File: src/rtl/spi_master_port.sv
// rtl/spi_master_port.sv - 16-bit SPI frame master; optional MISO synchronizer via SPI_MASTER_MISO_SYNC_EN
module spi_master_port #(
    parameter int HALF_PERIOD = 16,
    parameter int CS_SETUP    = 16
) (
    input  logic       clk,
    input  logic       reset,
    input  logic       start,
    input  logic [6:0] addr,
    input  logic       rw,
    input  logic [7:0] wdata,
    output logic       busy,
    output logic       done,
    output logic [7:0] rdata,
    output logic       sclk_pin,
    output logic       cs_pin,
    output logic       mosi_pin,
    input  logic       miso_pin
);

    typedef enum logic [2:0] {
        ST_IDLE,
        ST_SETUP,
        ST_SHIFT,
        ST_HOLD,
        ST_GAP
    } state_t;

    localparam logic [7:0] HALF_LAST  = 8'(HALF_PERIOD - 1);
    localparam logic [7:0] SETUP_LAST = 8'(CS_SETUP - 1);
    localparam logic [4:0] LAST_BIT   = 5'd15;

    state_t      state;
    logic [7:0]  cnt;
    logic [4:0]  bit_cnt;
    logic        high_phase;
    logic [15:0] frame;
    logic [7:0]  rx_shift;
    logic        rw_q;
    logic        miso_s;

`ifdef SPI_MASTER_MISO_SYNC_EN
    logic [1:0] miso_sync;

    // Two-flop synchronizer; its latency is hidden inside the half period
    always_ff @(posedge clk or posedge reset) begin
        if (reset) begin
            miso_sync <= 2'b00;
        end else begin
            miso_sync <= {miso_sync[0], miso_pin};
        end
    end

    assign miso_s = miso_sync[1];
`else
    assign miso_s = miso_pin;
`endif

    // Frame sequencer: every pin and status output is a register
    always_ff @(posedge clk or posedge reset) begin
        if (reset) begin
            state      <= ST_IDLE;
            cnt        <= 8'd0;
            bit_cnt    <= 5'd0;
            high_phase <= 1'b0;
            frame      <= 16'd0;
            rx_shift   <= 8'd0;
            rw_q       <= 1'b0;
            busy       <= 1'b0;
            done       <= 1'b0;
            rdata      <= 8'd0;
            sclk_pin   <= 1'b0;
            cs_pin     <= 1'b1;
            mosi_pin   <= 1'b0;
        end else begin
            done <= 1'b0;
            case (state)
                ST_IDLE: begin
                    if (start) begin
                        // Read frames send zeros in the data byte
                        frame    <= {addr, rw, (rw ? 8'h00 : wdata)};
                        rw_q     <= rw;
                        mosi_pin <= addr[6];
                        cs_pin   <= 1'b0;
                        busy     <= 1'b1;
                        cnt      <= 8'd0;
                        state    <= ST_SETUP;
                    end
                end
                ST_SETUP: begin
                    mosi_pin <= frame[15];
                    if (cnt == SETUP_LAST) begin
                        cnt        <= 8'd0;
                        bit_cnt    <= 5'd0;
                        high_phase <= 1'b0;
                        state      <= ST_SHIFT;
                    end else begin
                        cnt <= cnt + 8'd1;
                    end
                end
                ST_SHIFT: begin
                    if (cnt != HALF_LAST) begin
                        cnt <= cnt + 8'd1;
                    end else if (!high_phase) begin
                        cnt        <= 8'd0;
                        high_phase <= 1'b1;
                        sclk_pin   <= 1'b1;
                    end else begin
                        // Falling edge: capture MISO, then either start the next low phase or finish
                        cnt        <= 8'd0;
                        high_phase <= 1'b0;
                        sclk_pin   <= 1'b0;
                        rx_shift   <= {rx_shift[6:0], miso_s};
                        if (bit_cnt == LAST_BIT) begin
                            state <= ST_HOLD;
                        end else begin
                            bit_cnt  <= bit_cnt + 5'd1;
                            frame    <= {frame[14:0], 1'b0};
                            mosi_pin <= frame[14];
                        end
                    end
                end
                ST_HOLD: begin
                    if (cnt == SETUP_LAST) begin
                        cnt      <= 8'd0;
                        cs_pin   <= 1'b1;
                        mosi_pin <= 1'b0;
                        done     <= 1'b1;
                        if (rw_q) begin
                            rdata <= rx_shift;
                        end
                        state <= ST_GAP;
                    end else begin
                        cnt <= cnt + 8'd1;
                    end
                end
                ST_GAP: begin
                    if (cnt == SETUP_LAST) begin
                        cnt   <= 8'd0;
                        busy  <= 1'b0;
                        state <= ST_IDLE;
                    end else begin
                        cnt <= cnt + 8'd1;
                    end
                end
                default: begin
                    state    <= ST_IDLE;
                    cs_pin   <= 1'b1;
                    sclk_pin <= 1'b0;
                    mosi_pin <= 1'b0;
                    busy     <= 1'b0;
                end
            endcase
        end
    end

endmodule

File: config.mk
export PLATFORM = sky130hd
export DESIGN_NAME = spi_master_port
export DESIGN_NICKNAME = d
export VERILOG_FILES = /design/src/rtl/spi_master_port.sv
export SDC_FILE = /design/constraint.sdc
export NUM_CORES = 1
export LEC_CHECK = 0
export CORE_MARGIN = 2
export CORE_UTILIZATION = 45
export CTS_BUF_LIST = sky130_fd_sc_hd__clkbuf_16
export CTS_CLUSTER_SIZE = 20
export DETAILED_ROUTE_END_ITERATION = 10
export GPL_ROUTABILITY_DRIVEN = 0
export PLACE_DENSITY = 0.78
export SLEW_MARGIN = 20
export SYNTH_ARGS = -nofsm -noshare
export SYNTH_HDL_FRONTEND = slang
export SYNTH_SLANG_ARGS = --single-unit
export TNS_END_PERCENT = 50
File: constraint.sdc
create_clock -name clk -period 2.3 [get_ports clk]
set_input_delay 0.46 -clock clk [delete_from_list [all_inputs] [get_ports clk]]
set_output_delay 0.46 -clock clk [all_outputs]
set_load 0.03 [all_outputs]
After elaboration in Yosys (flattened, before gate mapping)
Index checks and enable logic that the tools add are counted.
{"block": "classes", "add_sub_neg": 2, "bitwise_logic": 5, "n_eq_ne": 15, "muxes": 40, "n_reduce_logical": 20}
{"op": "16-bit 2-to-1 mux", "n": 4}
{"op": "8-bit 2-to-1 mux", "n": 4}
{"op": "16-bit one-hot mux with 2 select lines", "n": 1}
{"op": "8-bit one-hot mux with 3 select lines", "n": 1}
{"op": "3-bit 2-to-1 mux", "n": 7}
{"op": "5-bit 2-to-1 mux", "n": 4}
{"op": "2-bit inequality test, second input constant", "n": 8}
{"op": "3-bit one-hot mux with 5 select lines", "n": 1}
{"op": "3-bit AND reduction", "n": 5}
{"op": "1-bit 2-to-1 mux", "n": 12}
{"op": "5-bit one-hot mux with 2 select lines", "n": 1}
{"op": "5-bit AND reduction", "n": 2}
{"op": "3-bit OR reduction", "n": 3}
{"op": "8-bit by 1-bit adder with 8-bit output, second input constant", "n": 1}
{"op": "8-bit by 4-bit equality test with 1-bit output, second input constant", "n": 1}
{"op": "8-bit by 4-bit inequality test with 1-bit output, second input constant", "n": 1}
{"op": "7-bit AND reduction", "n": 1}
{"op": "3-bit by 2-bit equality test with 1-bit output, second input constant", "n": 2}
{"op": "1-bit one-hot mux with 3 select lines", "n": 2}
{"op": "2-bit AND reduction", "n": 3}
{"op": "6-bit AND reduction", "n": 1}
{"op": "5-bit by 1-bit adder with 5-bit output, second input constant", "n": 1}
{"op": "5-bit by 4-bit equality test with 1-bit output, second input constant", "n": 1}
{"op": "1-bit inverter", "n": 5}
{"op": "other kinds (8)", "n": 10}
{"block": "totals", "ff_bits": 55, "elab_cells": 95}

Logic depth before layout (Yosys ltp)
{"block": "logic_depth", "word_depth": 5, "ltp_mapped": 7}

Least setup slack after synthesis
No wires, ideal clock.
{"block": "synth_path", "path_kind": "flip-flop to flip-flop", "start": "register cnt[1]", "end": "register rx_shift[0]", "period_less_slack_ps": 2339, "path_buffers": 1, "t_arrival_ps": 2214, "path_slack_ps": -39, "stages_incl_launch_ff": 7, "path_cell_list": "dfrtp_1 -> ha_1 -> or4b_4 -> or2_0 -> buf_2 -> nor4_4 -> mux2_2"}
{"block": "synth_between", "elab_chain_cells": 3}
{"element": "from (decl)", "line": "34", "text": "logic [7:0] cnt;"}
{"element": "from (signal assigned)", "line": "98", "text": "cnt <= cnt + 8'd1;"}
{"element": "from (signal assigned)", "line": "103", "text": "cnt <= cnt + 8'd1;"}
{"element": "from (signal assigned)", "line": "134", "text": "cnt <= cnt + 8'd1;"}
{"element": "8-bit by 4-bit inequality test with 1-bit output", "line": "102", "text": "if (cnt != HALF_LAST) begin"}
{"element": "1-bit inverter (no line)"}
{"element": "3-bit AND reduction (no line)"}
{"element": "to (signal assigned)", "line": "113", "text": "rx_shift <= {rx_shift[6:0], miso_s};"}
{"element": "to (decl)", "line": "38", "text": "logic [7:0] rx_shift;"}
Every way passes these cells.
A chain may end at the register's enable or synchronous reset.

Worst setup path in the final report
{"block": "layout_path", "start": "register cnt[1]", "end": "register rx_shift[6]"}
Same word-level chain as after synthesis.

==> results summary <==
The flow ran to the end, and the final reports show no timing, DRC or antenna violations. The synthesized area came out at 2800 µm². Gates resized during post-CTS repair numbered 0. The post-layout instance area came out at 3470 µm².

Synthesis produced 239 cells. IR analysis of the VDD net gives a maximum drop of 0.565 mV. The number of synthesized flops with an enable pin is 0. The clock tree buffer depth came out at 2. In this run the worst setup path begins at cnt[1]. After global routing, the most crowded layer is met2. The count of hold buffers inserted by post-cts repair is 0. The share of flip-flops with an asynchronous set or reset after synthesis is 100%. Averaged over all synthesized cells, the footprint is 11.7 µm². The total setup violations reported at the end of the flow came out at 0. For this run, design rule violations remaining after detail routing come to 0.

The met3 routing resource usage after global routing came out at 3.98%. Max-cap violations in this run came to 0. From synthesis to final layout, the design area changed by 23.8%. The power density over cell area came out at 517 nW/µm².

The global-route congestion overflow total is 0. The startpoint identified for the worst register-to-register timing path is cnt[1]. The required time at the worst-slack endpoint came out at 2480 ps. The count of port buffers added during placement is 32. The total routing resource utilization after global routing is 16.6%. The final routed wire length divided by cell count came out at 15.1 µm. The clock latency of the later-clocked register in the worst-skew pair is 290 ps. The floorplan die area came out at 6870 µm². The first-pass GRT wire length is 9460 µm.

The number of detailed-routing iterations run before antenna repair is 4. In this run the tightest slew margin relative to its limit is 64.4%. The count of synthesis-stage warnings from yosys is 0. The number of ports placed on the die boundary is 33. The met1 track demand over resource in global routing is 21.9%.

The maximum fanout along the worst path is 8. Derived from the worst setup path, the maximum achievable clock frequency is 0.455 GHz. The post-CTS clock slew at the launch and capture registers of the worst setup and hold paths came out at 70 ps.

STA classifies the critical path startpoint as a flop. The die extent in x is 82.9 µm. The pin count of the biggest net entering global routing is 26. The half-perimeter wire length of the detailed placement result is 3940 µm.

The most frequent standard cell in the layout excluding fill and tap cells is sky130_fd_sc_hd__dfrtp_1. The worst-case clock skew is 6.20 ps. The share of the core filled with cells came out at 58.2%. The number of inserted diodes came out at 0. Among all flip-flop cells after synthesis, the most frequent one is sky130_fd_sc_hd__dfrtp_1.

The initial antenna violation count is 0. Of the available clock period, the critical path in the final layout requires 95.5%. Setup repair after global routing left no endpoint under its margin. The total via count after detailed routing came out at 2007. Cells with a size suffix above 1 make up 28.4% of the layout. The path type of the worst setup path is reg2reg. The tightest min-delay check is of the in2async type. The post-synthesis cell type count came out at 50. The iteration-0 DRC count of the detailed router came out at 103. At the pin with the least slew margin, the transition time is 532 ps. Once the clock tree was built, the setup fixing pass inserted 0 buffers. In this run the vertical extent of the chip is 82.9 µm. Clock tree synthesis selected as its root buffer the cell sky130_fd_sc_hd__clkbuf_16. The met2 demand-to-capacity share in global routing is 27.1%.

The shortest period the worst path allows came out at 2200 ps. The max-slew violation count is 0. The H-tree level count came out at 2. The detailed-route vias per instance came out at 5.58. The sequential share of the synthesized area is 49.2%. The floorplan has 28 rows.

The core box area came out at 5960 µm². For this run, the post-layout net count is 307. The number of nets in the synthesized netlist came out at 262. Counting every sink on the clock net gives 55.

The via count of the first global-routing pass is 1996. The data arrival time of the critical path is 2380 ps. The count of endpoints failing hold in the final timing report was 0. The leakage power is 1.53 nW. In the layout the commonest cells are sky130_fd_sc_hd__dfrtp_1, sky130_fd_sc_hd__mux2_2, sky130_fd_sc_hd__clkdlybuf4s50_1.

The total CTS buffers is 5. The count of state elements after synthesis is 55. The post-placement cell area came out at 3320 µm².

TritonCTS built the clock tree. Once detail routing completed, the nets flagged for antenna violations numbered 0. Wires add up to 5420 µm. The total negative slack for setup checks is 0 ps.

The initial core utilization came out at 47.0%. The element type at the critical path end is a flop. The total design power is 1.79 mW.
[cells by family after synthesis]
logic type	after synthesis	share of synthesized area, %
compound gates	32	8.14
xor+xnor	6	1.88
fa+ha+maj	3	1.34
buf+inv	18	2.64
flops	55	49.2
mux	52	21.2
simple gates	73	15.6
[synthesized netlist by cell type (all sizes together) (4+ instances only)]
| cell | n | area share [%] |
|---|---|---|
| dfrtp | 54 | 48 |
| buf | 5 | 0.89 |
| nand2 | 9 | 1.2 |
| nor2b | 10 | 2.2 |
| inv | 6 | 0.80 |
| clkbuf | 6 | 0.80 |
| nand3 | 9 | 1.6 |
| mux2 | 49 | 20 |
| nor4 | 4 | 1.4 |
| a21oi | 6 | 1.1 |
| nor2 | 15 | 2.0 |
[per-stage QoR]
step | cells | worst slack (ps) | hold WS [ps]
3_5_place_dp | 352 | 89.4 | 491
2_1_floorplan | 239 | 58.9 | 464
4_1_cts | 360 | 72.8 | 472
5_1_grt | 360 | 0.277 | 488
3_3_place_gp | 352 | 111 | 481
6_report | 360 | 103 | 458
[worst paths after layout]
check | end | slack (ps) | depth (start not counted)
max | rx_shift[6] | 100 | 6
min | frame[11] | 460 | 2
max reg2reg | rx_shift[6] | 100 | 6
min reg2reg | frame[13] | 500 | 1
max in group asynchronous | rdata[4] | 1310 | 3
min in group clk | frame[13] | 500 | 1
[registers in the layout, indices dropped and copies added, names as in the netlist]
signal / count
frame: 16
cnt: 8
rdata: 8
rx_shift: 8
bit_cnt: 5
state: 3
busy: 1
cs_pin: 1
done: 1
high_phase: 1
mosi_pin: 1
rw_q: 1
sclk_pin: 1
[report_power, final]
part | internal [mW] | leakage [nW] | switching [mW]
clock | 0.402 | 0.0674 | 0.343
sequential | 0.967 | 0.745 | 0
combinational | 0.0483 | 0.719 | 0.0332
total | 1.42 | 1.53 | 0.376
[area by class of cell]
class | count | area [µm²]
Sequential cell | 55 | 1380
Fill cell | 497 | 2490
Clock buffer | 5 | 125
Multi-Input combinational cell | 166 | 1350
Inverter | 7 | 26.3
Clock inverter | 3 | 20.0
Timing Repair Buffer | 49 | 473
Tap cell | 75 | 93.8
[routing by layer]
| layer | vias up | wire, µm |
|---|---|---|
| li1 | 969 | - |
| met1 | 996 | 2520 |
| met2 | 37 | 2670 |
| met3 | 5 | 166 |
| met4 | 0 | 74 |
| met5 | - | 0 |
[critical path, cell delays in order (launching register included)]
cell	delay [ps]
sky130_fd_sc_hd__dfrtp_1	410
sky130_fd_sc_hd__ha_2	230
sky130_fd_sc_hd__or4b_4	480
sky130_fd_sc_hd__or2_0	280
sky130_fd_sc_hd__nor4_4	150
sky130_fd_sc_hd__buf_4	200
sky130_fd_sc_hd__mux2_2	340
No activity file was read; power rests on OpenSTA's default activity.
